`config.mk`:
```
export PLATFORM = sky130hd
export DESIGN_NAME = cmd_fifo_sync
export DESIGN_NICKNAME = d
export VERILOG_FILES = /design/src/rtl/cmd_fifo_sync.sv
export SDC_FILE = /design/constraint.sdc
export NUM_CORES = 2
export LEC_CHECK = 0
export CORE_MARGIN = 10
export CORE_UTILIZATION = 50
export CTS_BUF_LIST = sky130_fd_sc_hd__clkbuf_4
export CTS_CLUSTER_SIZE = 25
export DETAILED_ROUTE_END_ITERATION = 7
export MAX_ROUTING_LAYER = met4
export PLACE_DENSITY = 0.66
export SLEW_MARGIN = 20
export SYNTH_ARGS = -nofsm -noshare
export SYNTH_HDL_FRONTEND = slang
export SYNTH_SLANG_ARGS = --single-unit
```
`constraint.sdc`:
```
create_clock -name clk -period 36.8 [get_ports clk]
set_input_delay 7.36 -clock clk [delete_from_list [all_inputs] [get_ports clk]]
set_output_delay 7.36 -clock clk [all_outputs]
set_load 0.005 [all_outputs]
```
`src/rtl/cmd_fifo_sync.sv`:
```
`default_nettype none
//------------------------------------------------------------------------------
// Module   : cmd_fifo_sync
// Brief    : Single-clock FWFT command FIFO (ready/valid push, head-visible pop).
// Revision : 1.0 - initial release
//------------------------------------------------------------------------------
module cmd_fifo_sync #(
   parameter int TYPE_WIDTH = 2,
   parameter int ADDR_WIDTH = 27,
   parameter int BRST_WIDTH = 6,
   parameter int DATA_WIDTH = 128,
   parameter int MASK_WIDTH = 16,
   parameter int DEPTH_LOG2 = 4
) (
   input  logic                  clk,
   input  logic                  rstn,
   input  logic                  io_push_valid,
   output logic                  io_push_ready,
   input  logic [TYPE_WIDTH-1:0] io_push_cmd_type,
   input  logic [ADDR_WIDTH-1:0] io_push_addr,
   input  logic [BRST_WIDTH-1:0] io_push_burst_cnt,
   input  logic [DATA_WIDTH-1:0] io_push_wt_data,
   input  logic [MASK_WIDTH-1:0] io_push_wt_mask,
   input  logic                  io_pop_valid,
   output logic                  io_pop_ready,
   output logic [TYPE_WIDTH-1:0] io_pop_cmd_type,
   output logic [ADDR_WIDTH-1:0] io_pop_addr,
   output logic [BRST_WIDTH-1:0] io_pop_burst_cnt,
   output logic [DATA_WIDTH-1:0] io_pop_wt_data,
   output logic [MASK_WIDTH-1:0] io_pop_wt_mask
);

   localparam int DEPTH  = 1 << DEPTH_LOG2;
   localparam int WORD_W = TYPE_WIDTH + ADDR_WIDTH + BRST_WIDTH + DATA_WIDTH + MASK_WIDTH;
   localparam logic [DEPTH_LOG2:0] c_FULL_CNT = {1'b1, {DEPTH_LOG2{1'b0}}};
   localparam logic [DEPTH_LOG2:0] c_ONE_CNT  = {{DEPTH_LOG2{1'b0}}, 1'b1};

   logic [WORD_W-1:0]     r_mem [DEPTH];
   logic [DEPTH_LOG2-1:0] r_wr_ptr;
   logic [DEPTH_LOG2-1:0] r_rd_ptr;
   logic [DEPTH_LOG2:0]   r_count;

   logic                  w_not_full;
   logic                  w_not_empty;
   logic                  w_push_fire;
   logic                  w_pop_fire;
   logic [WORD_W-1:0]     w_push_word;
   logic [WORD_W-1:0]     w_head_word;

   // Ready flags depend only on the registered count, never on the valids.
   assign w_not_full  = (r_count != c_FULL_CNT);
   assign w_not_empty = (r_count != '0);

   assign w_push_fire = io_push_valid & w_not_full;
   assign w_pop_fire  = io_pop_valid & w_not_empty;

   assign w_push_word = {io_push_cmd_type, io_push_addr, io_push_burst_cnt,
                         io_push_wt_data, io_push_wt_mask};

   // Storage carries no reset; contents are only observed through rd_ptr when non-empty.
   always_ff @(posedge clk) begin
      if (w_push_fire) begin
         r_mem[r_wr_ptr] <= w_push_word;
      end
   end

   always_ff @(posedge clk or negedge rstn) begin
      if (!rstn) begin
         r_wr_ptr <= '0;
         r_rd_ptr <= '0;
         r_count  <= '0;
      end else begin
         if (w_push_fire) begin
            r_wr_ptr <= r_wr_ptr + 1'b1;
         end
         if (w_pop_fire) begin
            r_rd_ptr <= r_rd_ptr + 1'b1;
         end
         case ({w_push_fire, w_pop_fire})
            2'b10:   r_count <= r_count + c_ONE_CNT;
            2'b01:   r_count <= r_count - c_ONE_CNT;
            default: r_count <= r_count;
         endcase
      end
   end

   // Head is forced to zero when empty so stale storage never leaks out.
   assign w_head_word = w_not_empty ? r_mem[r_rd_ptr] : '0;

   assign io_push_ready = w_not_full;
   assign io_pop_ready  = w_not_empty;
   assign {io_pop_cmd_type, io_pop_addr, io_pop_burst_cnt,
           io_pop_wt_data, io_pop_wt_mask} = w_head_word;

endmodule
`default_nettype wire

```
### Yosys cells after proc, flatten, opt, wreduce, memory -nomap -nowiden

Memories as Yosys holds them, arrays and structs flattened.
Index checks and enable logic that the tools add are counted.

| storage, ports and cells | value |
|---|---|
| output and inout port bits | 181 |
| word-level logic and storage cells | 19 |
| input bits | 183 |
| register bits after elaboration | 13 |
| memories | 1 |
| RAM bits | 2,864 |

| operators by class | value |
|---|---|
| multiplexer cells | 4 |
| bitwise operators | 2 |
| reductions and logical operators | 2 |
| add/sub/neg operators | 4 |
| equality and inequality tests | 3 |

Memory list:

| name | depth | bits a word | read ports | clocked after Yosys merged registers in | wr ports | RTL line | source |
|---|---|---|---|---|---|---|---|
| r_mem | 16 | 179 | 1 | 0 | 1 | 38 | `logic [WORD_W-1:0] r_mem [DEPTH];` |

Operator list:

| cell | number |
|---|---|
| $mux W179 | 1 |
| $pmux W5 S2 | 1 |
| $add A4 B1 Y4 const B | 2 |
| $add A5 B1 Y5 const B | 1 |
| $ne A5 B5 Y1 const B | 1 |
| $reduce_bool A5 Y1 | 1 |
| $sub A5 B1 Y5 const B | 1 |
| $and A1 B1 Y1 | 2 |
| $eq A2 B1 Y1 const B | 1 |
| $eq A2 B2 Y1 const B | 1 |
| $mux W1 | 2 |
| $reduce_bool A2 Y1 | 1 |

### Longest topological paths before layout

| depth | value |
|---|---|
| depth in word-level cells | 4 |
| depth in mapped cells | 14 |
| gate-level depth less buffers | 12 |

### Worst setup path before layout

No wires, ideal clock.

| path | value |
|---|---|
| kind | input to register |
| from | in io_push_valid |
| to | mem r_mem[3][0] (netlist name), enable pin |
| library setup time | 0.936 ns |
| path slack | 15.766 ns |
| buffers on the path | 0 |
| data required time | 35.864 ns |
| stages on the path | 3 |
| arrival time | 20.098 ns |
| cell sequence | a21boi_1 > nand2_1 > nor3_1 |

| between the ends | value |
|---|---|
| word-level cells in the longest chain between the ends | 3 |

Ends and longest elaborated chain:

| item | RTL line | source |
|---|---|---|
| start: declaration | 17 | `input logic io_push_valid,` |
| $and A1 B1 Y1 | 54 | `assign w_push_fire = io_push_valid & w_not_full;` |
| $mux W1 | 62 | `if (w_push_fire) begin` |
| $mux W1 (implied by the code) | 63 | `r_mem[r_wr_ptr] <= w_push_word;` |
| end: declaration | 38 |  |

Every way passes these cells.

### Worst setup path after layout

| path | value |
|---|---|
| from | reg r_rd_ptr[1] |
| to | out io_pop_wt_data[29] |

| between the ends | value |
|---|---|
| word-level cells in the longest chain between the ends | 2 |

Ends and longest elaborated chain:

| item | RTL line | source |
|---|---|---|
| start: declaration | 40 | `logic [DEPTH_LOG2-1:0] r_rd_ptr;` |
| start signal: assignment | 77 | `r_rd_ptr <= r_rd_ptr + 1'b1;` |
| $mem_v2 Z16 W179 | n/a |  |
| $mux W179 | 88 | `assign w_head_word = w_not_empty ? r_mem[r_rd_ptr] : '0;` |
| end: declaration | 29 | `output logic [DATA_WIDTH-1:0] io_pop_wt_data,` |

Every way passes these cells.

==> impl_metrics.py <==
metrics = {
    "placement": {
        "dp.cells": 7534,
        "portBuffers": 363,
        "hpwl_um": 121000,
        "gp_congestion": 0.728,
    },
    "layout": {
        "fin_cells": 8753,
        "finalCoreUtilization": 0.575,
        "fillers": 15800,
        "mostFrequentLayoutCells": "edfxtp_1 (2864), clkbuf_4 (1035), mux4_2 (716)",
        "areaGrowthSynthToFinish_pct": 14.5,
        "layout-drive-gt1-share": 0.356,
        "layout_commonest_cell": "edfxtp_1",
        "nNetsFinal": 5597,
    },
    "synth": {
        "synth-edff-count": 2864,
        "synth.distinct_cells": 42,
        "syn_nets": 4659,
        "avgSynthCellArea_sq_um": 24.4,
        "async_reset_ff_frac": 0.00452,
        "netlist_area_sq_mm": 0.109,
        "ys.warnings.count": 0,
        "ys_ff_latch": 2877,
        "ys_seq_area_frac": 0.791,
        "synth_ff_type": "edfxtp_1",
        "syn_inst": 4467,
    },
    "clock_tree": {
        "clockBufferDepth": 4,
        "clk_pin_slew_ns": 0.07,
        "cts_buffers": 722,
        "cts_sinks": 2877,
        "cts_tree": "done",
        "cts_resized": 0,
        "postCtsSetupBuffers": 0,
        "postCtsHoldBufs": 0,
        "ctsHtreeMaxLevel": 6,
        "ctsRootBufferMaster": "clkbuf_4",
        "insertion_delay_ns": 1.41,
    },
    "worst_setup_path": {
        "critPathRequiredTime_ns": 29.44,
        "cp_cell_sequence": "buf_4 > buf_4 > buf_4 > buf_12 > mux4_2 > mux2_2 > a221o_1 > clkdlybuf4s50_1",
        "reg2reg_from": "r_count[1]",
        "worstSetupPathType": "reg -> out",
        "r2r_setup_slack_ns": 31.23,
        "rr_worst_depth": 7,
        "slowest_delay_ns": 0.95,
        "critPathMaxFanout": 107,
        "cp_common_cell": "buf_4",
        "cp-end-kind": "output pin",
        "r2r_end": "r_mem[11][53]",
        "startpoint_type": "flip-flop",
        "arrival_ns": 7.12,
        "slowest_stage": "dfrtp_4",
    },
    "sta": {
        "worstMarginPinSlew_ns": 1.13,
        "clock.fmax_mhz": 69.1,
        "rsz0062_at_grt": "false",
        "period_minus_slack_ns": 14.48,
        "relSlewSlack": 0.249,
        "hold_viol": 0,
        "setup_violations": 0,
        "fin_skew_ns": 0.0981,
        "finalCritPeriodShare": 0.393,
        "final.setup.tns_ns": 0,
        "final_max_slew_viol_count": 0,
    },
    "floorplanning": {
        "num_rows": 171,
        "die_y_um": 487,
        "die_width_um": 487,
        "start_util": 0.502,
        "dieArea_sq_mm": 0.237,
        "core_sq_mm": 0.217,
        "ioPinCount": 364,
    },
    "detailed_routing": {
        "routedWlPerCell_um": 28.9,
        "wirelength_um": 253000,
        "vias": 52000,
        "drtIter0Drc": 4754,
        "drc": 0,
        "detail-route-antenna-nets": 0,
        "drt_first_pass_iters": 5,
        "viasPerCell": 5.94,
    },
    "grt": {
        "grt.total_usage": 0.219,
        "grt_overflow_total": 0,
        "antenna_found_initial": 46,
        "grt_pass1_wl_um": 370000,
        "grt_pass1_vias": 55400,
        "grt_max_degree": 128,
    },
    "pwr": {
        "p_leak_nw": 39.5,
        "cellPowerDensity_mw_per_mm2": 76.8,
        "vdd_drop_max_mv": 0.0704,
    },
    "min_path": {
        "hold_depth": 1,
        "worstHoldStart": "r_count[0]",
        "hold_end": "r_count[0]",
        "hold_path.class": "reg -> reg",
    },
    "run": {
        "max_cap_viol_count": 0,
    },
    "outcome": {
        "status": "finished clean",
    },
}
[routing by layer]
| layer | vias to the layer above | track usage | part of all wire | wire [um] |
|---|---|---|---|---|
| met5 | - | - | 0 | 0 |
| met4 | 0 | 0.0661 | 0.019 | 4870 |
| met3 | 341 | 0.0491 | 0.073 | 18600 |
| met2 | 2039 | 0.350 | 0.50 | 127000 |
| met1 | 28000 | 0.283 | 0.40 | 102000 |
| li1 | 21700 | - | - | - |
[synth_stat cells, types with 2 or more instances]
cell,instances,area share
edfxtp_1,2864,0.79
mux4_2,716,0.15
mux2_2,180,0.019
nor2b_1,180,0.010
a221o_1,178,0.016
buf_2,116,0.0053
clkbuf_1,74,0.0025
buf_1,49,0.0017
nor2_1,16,0.00055
dfrtp_1,13,0.0030
nand2_1,10,0.00034
ha_1,9,0.0010
xnor2_1,7,0.00056
inv_1,6,0.00021
buf_4,4,0.00028
nor3_1,4,0.00018
o21ai_0,4,0.00018
a21oi_1,3,0.00014
nand2b_1,3,0.00017
xor2_1,3,0.00024
a211oi_1,2,0.00014
a31oi_1,2,0.00011
and3_1,2,0.00011
buf_6,2,0.00021
nand3_1,2,0.000092
nor4_1,2,0.00011
[kinds of logic after synthesis]
family | count (synthesis) | share of synthesized area
adders and majority gates | 9 | 0.00103
buffers and inverters | 251 | 0.0102
AOI/OAI and AO/OA | 193 | 0.0173
DFF | 2877 | 0.791
muxes | 897 | 0.166
and+or+nand+nor | 230 | 0.0128
xor gates and xnor gates | 10 | 0.000803
[worst max-delay path, delay by kind of cell, from the launching register on]
kind / cells / cell delay, ns
buffers and inverters: 5 / 3.23
AOI/OAI and AO/OA: 1 / 0.41
muxes: 2 / 0.88
DFF: 1 / 0.95
[flip-flops by register name, indices dropped and copies added, names as in the netlist]
signal	cells
r_count	5
r_mem	2864
r_rd_ptr	4
r_wr_ptr	4
[per-stage QoR]
stage	total power (W)	worst slack [ns]	hold slack, ns	instance area (sq um)
6_report	0.00959	22.32	0.600	125000
2_1_floorplan	0.00603	15.77	0.525	109000
3_5_place_dp	0.00719	23.66	0.576	116000
3_3_place_gp	0.00717	23.68	0.570	116000
4_1_cts	0.00974	22.01	0.589	125000
5_1_grt	0.0101	21.84	0.627	125000
[how the worst max path moves through the flow]
| stage | endpoint | start |
|---|---|---|
| global route | io_pop_wt_data[28] | r_rd_ptr[1] |
| floorplan | r_mem[3][0] | io_push_valid |
| detailed placement | io_pop_wt_data[29] | r_rd_ptr[1] |
| finish | io_pop_wt_data[29] | r_rd_ptr[1] |
| CTS | io_pop_wt_data[28] | r_rd_ptr[1] |
| global placement | io_pop_wt_data[28] | r_rd_ptr[1] |
[layout make-up]
| cell class | count | area [sq um] | area share |
|---|---|---|---|
| diodes | 36 | 90.1 | 0.000721 |
| repair buffers | 459 | 4560 | 0.0365 |
| clock buffers | 1035 | 7770 | 0.0622 |
| clock inverters | 147 | 749 | 0.00600 |
| multi-input cells | 1339 | 21800 | 0.174 |
| flip-flops and latches | 2877 | 86300 | 0.691 |
| inverters | 6 | 22.5 | 0.000180 |
| well taps | 2854 | 3570 | 0.0286 |
[report_power, final]
group | internal (W) | leakage [nW] | switching [W]
combinational | 0.00151 | 8.38 | 0.00152
sequential | 0.00394 | 26.0 | 0.000100
clock | 0.00132 | 5.12 | 0.00120
total | 0.00677 | 39.5 | 0.00282
No activity file was read; power rests on OpenSTA's default activity.
